File: config.mk
export PLATFORM = sky130hd
export DESIGN_NAME = cpu_controller
export DESIGN_NICKNAME = d
export VERILOG_FILES = /design/src/rtl/cpu_controller.sv
export SDC_FILE = /design/constraint.sdc
export NUM_CORES = 1
export LEC_CHECK = 0
export BUFFER_PORTS_ARGS = -buffer_cell sky130_fd_sc_hd__buf_2
export CAP_MARGIN = 20
export CORE_ASPECT_RATIO = 0.75
export CORE_MARGIN = 5
export CORE_UTILIZATION = 48
export DETAILED_ROUTE_END_ITERATION = 8
export PLACE_DENSITY = 0.79
export SLEW_MARGIN = 25
export SYNTH_ARGS = -nofsm -noshare
export SYNTH_HDL_FRONTEND = slang
export SYNTH_SLANG_ARGS = --single-unit
export TNS_END_PERCENT = 5
File: constraint.sdc
create_clock -name clk -period 2.1 [get_ports clk]
set_clock_uncertainty 0.05 [all_clocks]
set_input_delay 0.315 -clock clk [delete_from_list [all_inputs] [get_ports clk]]
set_output_delay 0.315 -clock clk [all_outputs]
set_load 0.01 [all_outputs]
File: src/rtl/cpu_controller.sv
// Multicycle instruction sequencer for the Simple RISC datapath.
// Walks fetch/PC-update/decode/execute states and drives all datapath control pins from registered outputs.
module cpu_controller (
  input  logic        clk,
  input  logic        reset,
  input  logic [15:0] ir,
  output logic        pc_reset,
  output logic        loadir,
  output logic        msel,
  output logic        mwrite,
  output logic        incp,
  output logic        execb,
  output logic        tsel,
  output logic [2:0]  cond,
  output logic [2:0]  readnum,
  output logic [2:0]  writenum,
  output logic        write,
  output logic        loada,
  output logic        loadb,
  output logic        loadc,
  output logic        loads,
  output logic        asel,
  output logic        bsel,
  output logic [1:0]  vsel,
  output logic [1:0]  shift,
  output logic [1:0]  ALUop,
  output logic        halted
);

  localparam int unsigned STATE_W = 5;

  localparam logic [4:0] OPC_MOVI = 5'b11010;
  localparam logic [4:0] OPC_MOVR = 5'b11000;
  localparam logic [4:0] OPC_LDR  = 5'b01100;
  localparam logic [4:0] OPC_STR  = 5'b10000;
  localparam logic [4:0] OPC_B    = 5'b00100;
  localparam logic [4:0] OPC_BL   = 5'b01011;
  localparam logic [4:0] OPC_BX   = 5'b01000;
  localparam logic [4:0] OPC_BLX  = 5'b01010;
  localparam logic [2:0] OP_ALU   = 3'b101;
  localparam logic [2:0] OP_HALT  = 3'b111;
  localparam logic [2:0] OP_MOVR  = 3'b110;

  localparam logic [1:0] VSEL_C     = 2'd0;
  localparam logic [1:0] VSEL_PC    = 2'd1;
  localparam logic [1:0] VSEL_IMM8  = 2'd2;
  localparam logic [1:0] VSEL_MDATA = 2'd3;

  typedef enum logic [STATE_W-1:0] {
    S_RST, S_IF1, S_IF2, S_UPC, S_DEC,
    S_MOVI, S_GETA, S_GETB, S_ALU, S_WRC,
    S_ADDR, S_MEM1, S_MEM2, S_GETD, S_STORE,
    S_BR, S_LINK, S_GETR, S_BRA, S_HALT
  } state_t;

  state_t state, state_nxt;

  logic [4:0] opc;
  logic [2:0] op;
  logic [1:0] sub;
  logic [2:0] rn, rd, rm;
  logic [1:0] sh;
  logic       is_cmp;

  assign opc    = ir[15:11];
  assign op     = ir[15:13];
  assign sub    = ir[12:11];
  assign rn     = ir[10:8];
  assign rd     = ir[7:5];
  assign sh     = ir[4:3];
  assign rm     = ir[2:0];
  assign is_cmp = (op == OP_ALU) && (sub == 2'b01);

  // Next-state: shared execute states branch on the opcode still held in IR.
  always_comb begin
    state_nxt = state;
    case (state)
      S_RST:  state_nxt = S_IF1;
      S_IF1:  state_nxt = S_IF2;
      S_IF2:  state_nxt = S_UPC;
      S_UPC:  state_nxt = S_DEC;
      S_DEC: begin
        if (opc == OPC_MOVI)                         state_nxt = S_MOVI;
        else if (opc == OPC_MOVR)                    state_nxt = S_GETB;
        else if (op == OP_ALU)                       state_nxt = S_GETA;
        else if (opc == OPC_LDR || opc == OPC_STR)   state_nxt = S_GETA;
        else if (opc == OPC_B)                       state_nxt = S_BR;
        else if (opc == OPC_BL)                      state_nxt = S_LINK;
        else if (opc == OPC_BX || opc == OPC_BLX)    state_nxt = S_GETR;
        else if (op == OP_HALT)                      state_nxt = S_HALT;
        else                                         state_nxt = S_IF1;
      end
      S_MOVI: state_nxt = S_IF1;
      S_GETA: state_nxt = (opc == OPC_LDR || opc == OPC_STR) ? S_ADDR : S_GETB;
      S_GETB: state_nxt = S_ALU;
      S_ALU:  state_nxt = is_cmp ? S_IF1 : S_WRC;
      S_WRC:  state_nxt = S_IF1;
      S_ADDR: state_nxt = (opc == OPC_LDR) ? S_MEM1 : S_GETD;
      S_MEM1: state_nxt = S_MEM2;
      S_MEM2: state_nxt = S_IF1;
      S_GETD: state_nxt = S_STORE;
      S_STORE: state_nxt = S_IF1;
      S_BR:   state_nxt = S_IF1;
      S_LINK: state_nxt = (opc == OPC_BLX) ? S_BRA : S_BR;
      S_GETR: state_nxt = (opc == OPC_BLX) ? S_LINK : S_BRA;
      S_BRA:  state_nxt = S_IF1;
      S_HALT: state_nxt = S_HALT;
      default: state_nxt = S_RST;
    endcase
  end

  logic       pc_reset_d, loadir_d, msel_d, mwrite_d, incp_d, execb_d, tsel_d;
  logic [2:0] cond_d, readnum_d, writenum_d;
  logic       write_d, loada_d, loadb_d, loadc_d, loads_d, asel_d, bsel_d;
  logic [1:0] vsel_d, shift_d, aluop_d;
  logic       halted_d;

  // Output decode of the state being entered; IR is stable across every edge whose target uses it.
  always_comb begin
    pc_reset_d = 1'b0;
    loadir_d   = 1'b0;
    msel_d     = 1'b0;
    mwrite_d   = 1'b0;
    incp_d     = 1'b0;
    execb_d    = 1'b0;
    tsel_d     = 1'b0;
    cond_d     = 3'd0;
    readnum_d  = 3'd0;
    writenum_d = 3'd0;
    write_d    = 1'b0;
    loada_d    = 1'b0;
    loadb_d    = 1'b0;
    loadc_d    = 1'b0;
    loads_d    = 1'b0;
    asel_d     = 1'b0;
    bsel_d     = 1'b0;
    vsel_d     = VSEL_C;
    shift_d    = 2'd0;
    aluop_d    = 2'd0;
    halted_d   = 1'b0;
    case (state_nxt)
      S_RST: pc_reset_d = 1'b1;
      S_IF2: loadir_d = 1'b1;
      S_UPC: incp_d = 1'b1;
      S_MOVI: begin
        writenum_d = rn;
        vsel_d     = VSEL_IMM8;
        write_d    = 1'b1;
      end
      S_GETA: begin
        readnum_d = rn;
        loada_d   = 1'b1;
      end
      S_GETB: begin
        readnum_d = rm;
        loadb_d   = 1'b1;
      end
      S_ALU: begin
        shift_d = sh;
        aluop_d = sub;
        asel_d  = (op == OP_MOVR);
        loadc_d = !is_cmp;
        loads_d = is_cmp;
      end
      S_WRC: begin
        writenum_d = rd;
        vsel_d     = VSEL_C;
        write_d    = 1'b1;
      end
      S_ADDR: begin
        bsel_d  = 1'b1;
        loadc_d = 1'b1;
      end
      S_MEM1: msel_d = 1'b1;
      S_MEM2: begin
        msel_d     = 1'b1;
        vsel_d     = VSEL_MDATA;
        writenum_d = rd;
        write_d    = 1'b1;
      end
      S_GETD: begin
        readnum_d = rd;
        loadb_d   = 1'b1;
      end
      S_STORE: begin
        msel_d   = 1'b1;
        mwrite_d = 1'b1;
      end
      S_BR: begin
        execb_d = 1'b1;
        tsel_d  = 1'b1;
        cond_d  = (opc == OPC_BL) ? 3'b111 : rn;
      end
      S_LINK: begin
        writenum_d = 3'd7;
        vsel_d     = VSEL_PC;
        write_d    = 1'b1;
      end
      S_GETR: begin
        readnum_d = rd;
        loada_d   = 1'b1;
      end
      S_BRA: begin
        execb_d = 1'b1;
        cond_d  = 3'b111;
      end
      S_HALT: halted_d = 1'b1;
      default: ;
    endcase
  end

  // State and output registers; reset lands in RST with its outputs immediately.
  always_ff @(posedge clk or negedge reset) begin
    if (!reset) begin
      state    <= S_RST;
      pc_reset <= 1'b1;
      loadir   <= 1'b0;
      msel     <= 1'b0;
      mwrite   <= 1'b0;
      incp     <= 1'b0;
      execb    <= 1'b0;
      tsel     <= 1'b0;
      cond     <= 3'd0;
      readnum  <= 3'd0;
      writenum <= 3'd0;
      write    <= 1'b0;
      loada    <= 1'b0;
      loadb    <= 1'b0;
      loadc    <= 1'b0;
      loads    <= 1'b0;
      asel     <= 1'b0;
      bsel     <= 1'b0;
      vsel     <= 2'd0;
      shift    <= 2'd0;
      ALUop    <= 2'd0;
      halted   <= 1'b0;
    end else begin
      state    <= state_nxt;
      pc_reset <= pc_reset_d;
      loadir   <= loadir_d;
      msel     <= msel_d;
      mwrite   <= mwrite_d;
      incp     <= incp_d;
      execb    <= execb_d;
      tsel     <= tsel_d;
      cond     <= cond_d;
      readnum  <= readnum_d;
      writenum <= writenum_d;
      write    <= write_d;
      loada    <= loada_d;
      loadb    <= loadb_d;
      loadc    <= loadc_d;
      loads    <= loads_d;
      asel     <= asel_d;
      bsel     <= bsel_d;
      vsel     <= vsel_d;
      shift    <= shift_d;
      ALUop    <= aluop_d;
      halted   <= halted_d;
    end
  end

endmodule

* After elaboration in Yosys (flattened, before gate mapping) *
Cells that the tools add are included.

word-level totals
  register bits after elaboration = 35
  output and inout port bits = 30
  logic and storage cells = 120

cells by class
  eq/ne operators = 48
  mux-type cells = 36
  reductions and logical operators = 14

operators with widths
  cell                  count
  $eq A5 B4 Y1 const B  20
  $pmux W5 S14          1
  $eq A5 B5 Y1 const B  11
  $mux W5               9
  $eq A5 B3 Y1 const B  8
  $eq A5 B2 Y1 const B  4
  $pmux W3 S3           2
  $mux W1               14
  $logic_not A5 Y1      2
  $reduce_or A2 Y1      5
  $eq A3 B3 Y1 const B  3
  $mux W4               2
  $reduce_or A7 Y1      1
  $mux W2               3
  $mux W3               2
  $pmux W2 S3           1
  $pmux W3 S2           1
  $eq A5 B1 Y1 const B  1
  $reduce_or A4 Y1      1
  $reduce_or A3 Y1      1
  $eq A2 B1 Y1 const B  1
  $logic_or A1 B1 Y1    2
  $pmux W1 S2           1
  $logic_and A1 B1 Y1   1
  $logic_not A1 Y1      1

* Longest topological paths before layout *
Gate-level depths: netlist of run 1.

  depth in word-level cells = 13
  mapped depth = 9
  mapped depth without buffers = 7

* Worst setup path after synthesis of run 1 *
Ideal clock, no wire load.

  path type = register to register
  start = register state[4]
  end = register readnum[0]
  setup time = 0.066 ns
  arrival time = 1.988 ns
  required time = 1.984 ns
  path slack = -0.004 ns
  cell stages (with the launch flop) = 7
  buffers on the path = 0
  period minus slack after synthesis = 2.104 ns
  cell sequence = dfrtp_1 -> or3b_1 -> nor3_4 -> nand3_2 -> a21o_1 -> a2111oi_4 -> a221o_1

on the way
  cells in the longest elaborated chain, start to end = 6
  elaborated cells between the ends (all ways) = 28
  classes of those cells = eq/ne (23); mux (2); reduce/logical (3)

RTL lines
  what                                                 line  RTL
  from (decl)                                          56    state_t state, state_nxt;
  from (signal assigned)                               238   state <= state_nxt;
  $eq A5 B5 Y1, or another cell as far along           77    case (state)
  $reduce_or A7 Y1 (no source line)                    --
  $pmux W5 S14 (*)                                     77
  $eq A5 B4 Y1 / $eq A5 B5 Y1 (equally long branches)  141   case (state_nxt)
  $reduce_or A2 Y1 (no source line)                    --
  $pmux W3 S3 (*)                                      141
  via readnum_d[0]                                     113   logic [2:0] cond_d, readnum_d, writenum_d;
  to (signal assigned)                                 247   readnum <= readnum_d;
  to (decl)                                            15    output logic [2:0] readnum,

Mark *: on every way through the listed nets, which the timed path passes. The rest lies on a longest branch.

* Worst setup path in the final report of run 1 *
  start = register state[2]
  end = register readnum[2]

Same word-level chain as after synthesis.

==> out/qor.csv, run 1 <==
stage,metric,value,unit
logic_synthesis,synth_common_cells,"dfrtp_1, nor2_1, buf_2, nand2_1, nor2b_1",
floorplanning,die-height,64.9,µm
timing,clock.fmax,0.427,GHz
logic_synthesis,postSynth.asyncResetShare,1.00,
logic_synthesis,syn_inst,187,
timing,rsz0062_at_grt,true,
logic_synthesis,synth_edf_count,0,
timing,slew_viol_final,0,
timing,fin_hold_ws,0.0225,ns
timing,worstMarginPinSlew,0.738,ns
place,place_area,2510,µm²
pwr,peakVddDrop,0.000431,V
layout,syn_to_final_growth,40.6,%
drt,drt_iter0_markers,197,
timing,fin_crit_sh,1.12,
place,dp_hpwl,3760,µm
setup_path,cp_data_arrival_time,2.47,ns
grt,antenna_found_initial,0,
timing,hold_violations,0,
logic_synthesis,synth_most_common_cell,dfrtp_1,
clock_network,clockRootBuffer,clkbuf_8,
timing,fin_tns_setup,-2.28,ns
setup_path,rrSetupSlack,-0.24,ns
layout,drive_gt1_frac,0.466,
setup_path,cp_data_required_time,2.22,ns
logic_synthesis,syn_area_per_cell,10.3,µm²
worst_hold_path,hold_path_class,in2async,
outcome,status,"complete, but fails checks",
place,portBuffers,47,
floorplanning,dieWidth,83.2,µm
timing,finalWorstSetupSlack,-0.243,ns
logic_synthesis,yosysWarnings,0,
place,gp_congestion,0.874,
pwr,leakage,1.40,nW
logic_synthesis,synth.distinct_cells,59,
timing,finalSetupViolCount,15,
drt,drtAntennaViolNets,0,
setup_path,endpoint_kind,flip-flop,
logic_synthesis,yosysTopAreaCellShare,0.441,
drt,drt_wl_total,5220,µm
setup_path,r2r_start,state[2]$_DFF_PN0_,
run,cap_violations,0,
pwr,p_per_area,1150,nW/µm²
logic_synthesis,syn_nets,205,
drt,vias,1855,
pwr,power,0.00311,W
layout,num_antenna_cells,0,
clock_network,insertion_delay,0.29,ns
logic_synthesis,synth_top_cell_by_area,dfrtp_1,
grt,track_usage,0.205,
layout,nets,296,
drt,first_pass_iters,4,
logic_synthesis,ys.flop_type,dfrtp_1,
grt,grt.overflow.total,0,
timing,period_needed,2.34,ns
setup_path,critPathLaunchType,flip-flop,
drt,vias_per_cell,5.55,
grt,grt_pass1_vias,1778,
outcome,violations,negative setup slack,
floorplanning,ioPinCount,48,
clock_network,cts_tree,yes,
clock_network,clockBufferDepth,2,
drt,drc,0,
clock_network,cts_hold_buf,0,
floorplanning,die_area,5400,µm²
timing,relSlewSlack,0.508,
drt,wl_per_cell,15.6,µm
grt,grt_first_pass_wirelength,8630,µm
layout,utilization,0.682,
layout,fin_area,2710,µm²
setup_path,worstPathMaxFanout,10,
floorplanning,core-area,3980,µm²
setup_path,reg2reg_depth,8,
floorplanning,start_util,0.485,
logic_synthesis,ys_seq_area_frac,0.455,
setup_path,criticalPathCategory,reg2reg,
clock_network,cts_buffers,5,
logic_synthesis,ys_ff_latch,35,
logic_synthesis,synthesis.area,1930,µm²
setup_path,timing.rr.end,readnum[2]$_DFF_PN0_,
logic_synthesis,synth_area_leaders,"dfrtp_1, a221o_1, nor2b_1, buf_2, nor2_1",
clock_network,clock_sinks,35,
clock_network,clk_pin_slew,0.08,ns
floorplanning,row_count,20,
grt,grt_start_max_net_pins,36,
clock_network,h-tree-depth,2,
power by group:
part / internal, W / leakage (nW) / total, W / switching (W)
registers: 0.000816 / 0.473 / 0.000931 / 0.000116
clock network: 0.000353 / 0.0581 / 0.000606 / 0.000253
logic: 0.000762 / 0.872 / 0.00157 / 0.000812
total: 0.00193 / 1.40 / 0.00311 / 0.00118
worst max-delay path by stage:
stage / to / start / cells past startpoint
final: readnum[2]$_DFF_PN0_ / state[2]$_DFF_PN0_ / 8
after floorplan: readnum[0]$_DFF_PN0_ / state[4]$_DFF_PN0_ / 6
after global placement: readnum[1]$_DFF_PN0_ / ir[15] / 7
after detailed placement: readnum[2]$_DFF_PN0_ / ir[15] / 8
after CTS: loada$_DFF_PN0_ / state[3]$_DFF_PN0_ / 6
after global routing: readnum[2]$_DFF_PN0_ / state[3]$_DFF_PN0_ / 6
flip-flops by register name, summed over array words and instances, names as in the netlist, 2 cells and up:
signal and flops:
ALUop 2, vsel 2, state 5, writenum 3, readnum 3, shift 2
cond 3
metrics by stage:
step,worst slack [ns],cells
floorplan,-0.00414,187
global placement,-0.185,322
detailed placement,-0.245,322
CTS,-0.172,334
global route,-0.302,334
finish,-0.243,334
cell type report:
type,instances,area [µm²]
clock buffer,5,68.8
fill,302,1270
inverter,8,30.0
timing repair buffer,97,614
sequential,35,880
multi-input combinational,131,1010
clock inverter,3,43.8
tap,55,68.8
cells in the final DEF (no fill, tap or decap), types with 5 or more instances in the layout:
cell type / synthesis / final
buf_4: 2 / 49
buf_2: 9 / 47
dfrtp_1: 34 / 32
nor2_1: 11 / 11
nor2b_1: 9 / 9
nand2_1: 9 / 9
a21oi_1: 8 / 8
inv_1: 7 / 7
o21ai_0: 7 / 6
a221o_1: 6 / 6
clkbuf_8: 0 / 5
worst max-delay path: stages (launching register included):
cell and delay (ns):
dfrtp_1 0.42, buf_4 0.19, and3b_1 0.17, o21ai_0 0.24
a21oi_1 0.14, a221oi_2 0.34, buf_4 0.26, a2111oi_4 0.07
a221o_1 0.34
repair_timing:
action / in CTS / in global routing
resized for setup: 13 / 1
setup endpoints to repair: 17 / 16
pin swaps: 14 / 2
setup buffers: 4 / 0
per-layer routing:
layer,part of all wire,GRT usage,wire length (µm)
met5,0,0,0
met4,0.017,0.0980,89
met3,0.082,0.0559,430
met2,0.47,0.330,2450
met1,0.43,0.257,2260
kinds of logic (layout without fill, tap and decap cells):
logic type	after synthesis	count (layout)	synth area share
and+or+nand+nor	77	77	0.261
AOI/OAI and AO/OA	53	53	0.229
DFF	35	35	0.455
buffers and inverters	21	113	0.0506
adders and majority gates	1	1	0.00519
Power figures use the tool's default switching activity.
==> run 2, diff against run 1 <==
--- a/config.mk
+++ b/config.mk
@@ -5,13 +5,14 @@
 export SDC_FILE = /design/constraint.sdc
 export NUM_CORES = 1
 export LEC_CHECK = 0
+export ABC_AREA = 1
 export BUFFER_PORTS_ARGS = -buffer_cell sky130_fd_sc_hd__buf_2
 export CAP_MARGIN = 20
 export CORE_ASPECT_RATIO = 0.75
 export CORE_MARGIN = 5
-export CORE_UTILIZATION = 48
+export CORE_UTILIZATION = 47
 export DETAILED_ROUTE_END_ITERATION = 8
-export PLACE_DENSITY = 0.79
+export PLACE_DENSITY = 0.78
 export SLEW_MARGIN = 25
 export SYNTH_ARGS = -nofsm -noshare
 export SYNTH_HDL_FRONTEND = slang
==> run 2 against run 1 <==
The run now ends clean. Critical path depth up 3. Worst hold slack better by 0.024 ns. Core utilization decreased by 7.5 points. Global-route usage fell by 2.2 points. Synthesized area down 6.7%. Maximum frequency up 25%. Largest cell class is now registers.
==> out/qor.csv, run 2 <==
stage,metric,value,unit,change
setup_path,cp_data_required_time,2.26,ns,was 2.22 ns
logic_synthesis,syn_area_per_cell,8.29,µm²,was 10.3 µm²
setup_path,critPathLaunchType,flip-flop,,unchanged
pwr,pwr-share-seq,0.305,,was 0.299
grt,antenna_found_initial,0,,unchanged
worst_hold_path,hold_path_class,in2async,,unchanged
setup_path,crit_family,simple AND/OR/NAND/NOR gates,,was compound AO/OA/AOI/OAI gates
timing,slew_viol_final,0,,unchanged
place,portBuffers,47,,unchanged
logic_synthesis,ys_seq_area_frac,0.487,,was 0.455
grt,grt_start_max_net_pins,36,,unchanged
setup_path,endpoint_kind,flip-flop,,unchanged
place,gp_congestion,0.976,,was 0.874
drt,drt_wl_total,4190,µm,was 5220 µm
timing,clock.fmax,0.531,GHz,was 0.427 GHz
timing,fin_crit_sh,0.896,,was 1.12
logic_synthesis,ys_ff_latch,35,,unchanged
clock_network,cts_hold_buf,0,,unchanged
floorplanning,core-area,3680,µm²,was 3980 µm²
timing,hold_violations,0,,unchanged
logic_synthesis,yosysTopAreaCellShare,0.473,,was 0.441
drt,drc,0,,unchanged
timing,worstMarginPinSlew,0.764,ns,was 0.738 ns
logic_synthesis,synth_area_leaders,"dfrtp_1, nand2_1, nand3_1, nor2_1, inv_1",,"was dfrtp_1, a221o_1, nor2b_1, buf_2, nor2_1"
drt,first_pass_iters,4,,unchanged
pwr,switchingPower,0.00127,W,was 0.00118 W
grt,grt.overflow.total,0,,unchanged
logic_synthesis,postSynth.asyncResetShare,1.00,,unchanged
clock_network,cts-resized-gates,0,,was 13
clock_network,post_cts_buffers,0,,was 4
clock_network,clockRootBuffer,clkbuf_8,,unchanged
logic_synthesis,synthesis.area,1800,µm²,was 1930 µm²
layout,utilization,0.607,,was 0.682
setup_path,critPathLaunch,state[2]$_DFF_PN0_,,unchanged
timing,rsz0062_at_grt,false,,was true
clock_network,h-tree-depth,2,,unchanged
logic_synthesis,synth_most_common_cell,nand2_1,,was dfrtp_1
logic_synthesis,synth_top_cell_by_area,dfrtp_1,,unchanged
outcome,status,completed,,"was complete, but fails checks"
place,dp_hpwl,3340,µm,was 3760 µm
floorplanning,start_util,0.488,,was 0.485
grt,track_usage,0.183,,was 0.205
setup_path,r2r_start,state[2]$_DFF_PN0_,,unchanged
layout,nets,291,,was 296
clock_network,clockBufferDepth,2,,unchanged
clock_network,clock_sinks,35,,unchanged
pwr,switching_share,0.435,,was 0.379
timing,relSlewSlack,0.491,,was 0.508
layout,syn_to_final_growth,24.3,%,was 40.6%
timing,fin_hold_ws,0.0464,ns,was 0.0225 ns
setup_path,cp_data_arrival_time,2.05,ns,was 2.47 ns
drt,drt_iter0_markers,128,,was 197
setup_path,crit_chain,"nor2_4, nand2_4, nor2_1, nand2_1, nand2_1, nor2_1, nand2_2, inv_2, nor2_4, nand3_1, nand3b_1",,"was buf_4, and3b_1, o21ai_0, a21oi_1, a221oi_2, buf_4, a2111oi_4, a221o_1"
setup_path,critPathBufInv,1,,was 2
timing,period_needed,1.88,ns,was 2.34 ns
timing,fin_tns_setup,0,ns,was -2.28 ns
clock_network,insertion_delay,0.28,ns,was 0.29 ns
logic_synthesis,yosysWarnings,0,,unchanged
layout,drive_gt1_frac,0.361,,was 0.466
setup_path,worstPathMaxFanout,8,,was 10
setup_path,slowest_delay,0.47,ns,was 0.42 ns
logic_synthesis,synth_common_cells,"nand2_1, dfrtp_1, nor2_1",,"was dfrtp_1, nor2_1, buf_2, nand2_1, nor2b_1"
floorplanning,die-height,63.6,µm,was 64.9 µm
logic_synthesis,synth_edf_count,0,,unchanged
clock_network,clk_pin_slew,0.07,ns,was 0.08 ns
drt,vias,1598,,"was 1,855"
pwr,pwr-share-comb,0.483,,was 0.506
grt,grt_first_pass_wirelength,7150,µm,was 8630 µm
layout,num_antenna_cells,0,,unchanged
floorplanning,dieWidth,81.4,µm,was 83.2 µm
pwr,p_per_area,1310,nW/µm²,was 1150 nW/µm²
layout,fillers,336,,was 302
logic_synthesis,synth.distinct_cells,23,,was 59
layout,mostFrequentLayoutCells,"nand2_1, buf_2, dfrtp_1",,"was buf_4, buf_2, dfrtp_1"
layout,regMostFlops,state,,unchanged
logic_synthesis,ys.flop_type,dfrtp_1,,unchanged
logic_synthesis,syn_nets,235,,was 205
setup_path,critPathSlowestCell,dfrtp_1,,unchanged
pwr,clkPwrFrac,0.212,,was 0.195
grt,grt_pass1_vias,1520,,"was 1,778"
pwr,power,0.00292,W,was 0.00311 W
floorplanning,die_area,5180,µm²,was 5400 µm²
timing,finalSetupViolCount,0,,was 15
floorplanning,ioPinCount,48,,unchanged
floorplanning,row_count,19,,was 20
run,cap_violations,0,,unchanged
pwr,peakVddDrop,0.000650,V,was 0.000431 V
drt,vias_per_cell,4.90,,was 5.55
layout,largest_reg_flops,5,,unchanged
logic_synthesis,syn_inst,217,,was 187
clock_network,cts_tree,yes,,unchanged
clock_network,cts_buffers,5,,unchanged
setup_path,criticalPathCategory,reg2reg,,unchanged
drt,wl_per_cell,12.8,µm,was 15.6 µm
drt,drtAntennaViolNets,0,,unchanged
layout,final_common_cell,nand2_1,,was buf_4
pwr,p_int,0.00165,W,was 0.00193 W
pwr,leakage,1.31,nW,was 1.40 nW
-- run 2: cell types whose count changed after synthesis, sizes merged, moves of 6 or more --
cell and change:
nor2b -9, buf -11, a221o -6, nor2 +33, nand2 +51, nand3 +25, inv +19, a21oi -8
-- run 2: area by class of cell --
cell class                      instances  area, µm²  share of cell area
Clock buffer                            6       82.6              0.0369
Clock inverter                          2       35.0              0.0157
Inverter                               29        114              0.0509
Multi-Input combinational cell        153        813               0.364
Sequential cell                        35        877               0.392
Tap cell                               52       65.1              0.0291
Timing Repair Buffer                   49        250               0.112
-- run 2: logic make-up (layout without fill, tap and decap cells) --
family | Yosys count | in the layout | share of synthesized area
buffers and inverters | 29 | 86 | 0.0633
AOI/OAI and AO/OA | 11 | 11 | 0.0445
and+or+nand+nor | 142 | 142 | 0.405
DFF | 35 | 35 | 0.487
-- run 2: worst paths after layout --
kind | end | slack (ns) | cells after the start
setup / recovery | write$_DFF_PN0_ | 0.22 | 11
hold / removal | asel$_DFF_PN0_ | 0.05 | 1
setup reg to reg | write$_DFF_PN0_ | 0.22 | 11
hold reg to reg | loadir$_DFF_PN0_ | 0.62 | 2
max in group asynchronous | mwrite$_DFF_PN0_ | 1.47 | 1
min in group clk | shift[0]$_DFF_PN0_ | 0.18 | 3
-- run 2: power groups by stage --
stage / clock, W / sequential, W / combinational (W)
3_3_place_gp: 0 / 0.000897 / 0.00140
2_1_floorplan: 0 / 0.000941 / 0.00103
4_1_cts: 0.000636 / 0.000888 / 0.00141
5_1_grt: 0.000674 / 0.000908 / 0.00159
6_report: 0.000619 / 0.000890 / 0.00141
3_5_place_dp: 0 / 0.000901 / 0.00141
-- run 2: metal layers --
layer  wire length (µm)  track usage  vias to the layer above
met5                  0            0                        -
met4                 82       0.0781                        0
met3                295       0.0556                        8
met2               1660        0.237                       60
met1               2150        0.276                      732
li1                   -            -                      798
-- run 2: metrics by stage --
| step | setup WS, ns | cells | instance area (µm²) |
|---|---|---|---|
| floorplan | 0.494 | 217 | 1800 |
| global placement | 0.248 | 318 | 2110 |
| CTS | 0.203 | 326 | 2230 |
| global route | 0.0393 | 326 | 2240 |
| finish | 0.218 | 326 | 2240 |
| detailed placement | 0.217 | 318 | 2110 |
==> run 3, diff against run 2 <==
--- a/config.mk
+++ b/config.mk
@@ -13,6 +13,7 @@
 export CORE_UTILIZATION = 47
 export DETAILED_ROUTE_END_ITERATION = 8
 export PLACE_DENSITY = 0.78
+export RECOVER_POWER = 100
 export SLEW_MARGIN = 25
 export SYNTH_ARGS = -nofsm -noshare
 export SYNTH_HDL_FRONTEND = slang
==> run 3 against run 2 <==
The run now ends with max-capacitance violations, max-slew violations left. Routed wire length up 0.96%. Flip-flop and latch count unchanged. Setup slack worse by 0.0069 ns. Clock power about the same. Clock-buffer cell count unchanged. Worst hold slack better by 0.13 ns. Die area unchanged. Via count up 0.88%. Sequential share of layout area up 1.1 points. Maximum frequency down 0.36%. Register-to-register slack about the same. Cell area down 2.8%. Critical path type unchanged. Largest power group unchanged.
==> out/qor.csv, run 3 (synthesized netlist as in run 2, its figures left out) <==
stage,metric,value,unit,change
setup_path,worstPathMaxFanout,8,,unchanged
grt,track_usage,0.183,,unchanged
grt,grt_first_pass_wirelength,7150,µm,unchanged
clock_network,clock_sinks,35,,unchanged
setup_path,criticalPathCategory,reg2reg,,unchanged
floorplanning,ioPinCount,48,,unchanged
setup_path,critPathLaunchType,flip-flop,,unchanged
timing,period_needed,1.89,ns,was 1.88 ns
grt,antenna_found_initial,0,,unchanged
floorplanning,die_area,5180,µm²,unchanged
pwr,peakVddDrop,0.000648,V,was 0.000650 V
grt,grt.overflow.total,0,,unchanged
drt,drc,0,,unchanged
layout,regMostFlops,state,,unchanged
floorplanning,die-height,63.6,µm,unchanged
clock_network,h-tree-depth,2,,unchanged
drt,first_pass_iters,5,,was 4
floorplanning,dieWidth,81.4,µm,unchanged
place,gp_congestion,0.976,,unchanged
pwr,leakage,1.17,nW,was 1.31 nW
drt,drt_iter0_markers,126,,was 128
layout,fin_area,2170,µm²,was 2240 µm²
setup_path,cp_data_required_time,2.26,ns,about the same
floorplanning,core-area,3680,µm²,unchanged
run,cap_violations,1,,was 0
place,place_area,2110,µm²,unchanged
clock_network,cts_buffers,5,,unchanged
drt,vias,1612,,"was 1,598"
floorplanning,row_count,19,,unchanged
drt,drt_wl_total,4230,µm,was 4190 µm
place,dp_hpwl,3340,µm,unchanged
pwr,p_per_area,1320,nW/µm²,was 1310 nW/µm²
clock_network,cts_hold_buf,0,,unchanged
drt,wl_per_cell,13.0,µm,was 12.8 µm
worst_hold_path,hold_path_class,in2reg,,was in2async
floorplanning,start_util,0.488,,unchanged
timing,fin_crit_sh,0.900,,was 0.896
clock_network,post_cts_buffers,0,,unchanged
layout,fillers,362,,was 336
drt,drtAntennaViolNets,0,,unchanged
drt,vias_per_cell,4.94,,was 4.90
clock_network,clk_pin_slew,0.07,ns,about the same
outcome,status,"complete, but fails checks",,was completed
timing,clock.fmax,0.529,GHz,was 0.531 GHz
timing,finalSetupViolCount,0,,unchanged
layout,multiInputGateArea,793,µm²,was 813 µm²
clock_network,cts-resized-gates,0,,unchanged
clock_network,cts_tree,yes,,unchanged
place,portBuffers,47,,unchanged
clock_network,clockRootBuffer,clkbuf_8,,unchanged
timing,relSlewSlack,-0.216,,was 0.491
timing,rsz0062_at_grt,false,,unchanged
layout,mostFrequentLayoutCells,"nand2_1, dfrtp_1, clkbuf_1",,"was nand2_1, buf_2, dfrtp_1"
grt,grt_start_max_net_pins,36,,unchanged
timing,fin_hold_ws,0.180,ns,was 0.0464 ns
timing,worstMarginPinSlew,1.82,ns,was 0.764 ns
layout,syn_to_final_growth,20.9,%,was 24.3%
clock_network,clockBufferDepth,2,,unchanged
setup_path,endpoint_kind,flip-flop,,unchanged
layout,largest_reg_flops,5,,unchanged
layout,num_antenna_cells,0,,unchanged
timing,slew_viol_final,36,,was 0
grt,grt_pass1_vias,1520,,unchanged
outcome,violations,"max-capacitance violations, max-slew violations",,
timing,hold_violations,0,,unchanged
layout,nets,291,,unchanged
setup_path,cp_data_arrival_time,2.05,ns,about the same
layout,final_common_cell,nand2_1,,unchanged
layout,drive_gt1_frac,0.223,,was 0.361
layout,seqCellArea,877,µm²,unchanged
clock_network,insertion_delay,0.28,ns,about the same
timing,fin_tns_setup,0,ns,unchanged
## run 3: cell types whose count changed in the layout (fill, tap and decap cells not counted)
cell      before  now
nor2_1        30   31
nor2_2         9    8
buf_2         47   16
nand3_1       25   27
clkbuf_1       0   32
buf_4          2    1
nand2_1       49   52
nand3_2        6    4
nand2_2        8    5
## run 3: final timing paths
kind,start,endpoint,slack [ns],cells past startpoint
setup / recovery,state[2]$_DFF_PN0_,write$_DFF_PN0_,0.21,11
hold / removal,ir[3],shift[0]$_DFF_PN0_,0.18,3
setup reg to reg,state[2]$_DFF_PN0_,write$_DFF_PN0_,0.21,11
hold reg to reg,state[0]$_DFF_PN0_,loadir$_DFF_PN0_,0.61,2
max in group asynchronous,reset,mwrite$_DFF_PN0_,0.48,1
min in group asynchronous,reset,asel$_DFF_PN0_,0.47,1
## run 3: report_power, final
| group | leakage [nW] | switching [W] | total (W) | internal [W] |
|---|---|---|---|---|
| registers | 0.474 | 0.0000822 | 0.000893 | 0.000811 |
| clock network | 0.0612 | 0.000237 | 0.000621 | 0.000384 |
| logic | 0.634 | 0.000935 | 0.00135 | 0.000416 |
| total | 1.17 | 0.00125 | 0.00286 | 0.00161 |
## run 3: critical path, cell delays in order (launching register included)
cell and delay (ns):
dfrtp_1 0.47, nand2_1 0.13, clkinv_1 0.08, nand3_1 0.15
nand2_1 0.08, inv_2 0.07, nand3b_1 0.07, nor2_1 0.12
nand3_2 0.14, nor2_4 0.20, nand3_1 0.14, nand3b_1 0.12
## run 3: layer usage
| metal | part of all wire | track usage | up-vias |
|---|---|---|---|
| li1 | - | - | 798 |
| met1 | 0.50 | 0.276 | 734 |
| met2 | 0.40 | 0.237 | 72 |
| met3 | 0.088 | 0.0556 | 8 |
| met4 | 0.019 | 0.0781 | 0 |
| met5 | 0 | 0 | - |
## run 3: final cells by class
cell class / count / area share
clock buffers: 6 / 0.0380
well taps: 52 / 0.0299
flip-flops and latches: 35 / 0.403
repair buffers: 49 / 0.0955
inverters: 29 / 0.0524
multi-input cells: 153 / 0.365
clock inverters: 2 / 0.0161
## run 3: per-stage QoR
| step | cells | power [W] | utilization | worst slack, ns |
|---|---|---|---|---|
| 3_3_place_gp | 318 | 0.00230 | 0.574 | 0.248 |
| 4_1_cts | 326 | 0.00293 | 0.606 | 0.203 |
| 2_1_floorplan | 217 | 0.00197 | - | 0.494 |
| 6_report | 326 | 0.00286 | 0.590 | 0.211 |
| 5_1_grt | 326 | 0.00311 | 0.590 | 0.0279 |
| 3_5_place_dp | 318 | 0.00231 | 0.574 | 0.217 |
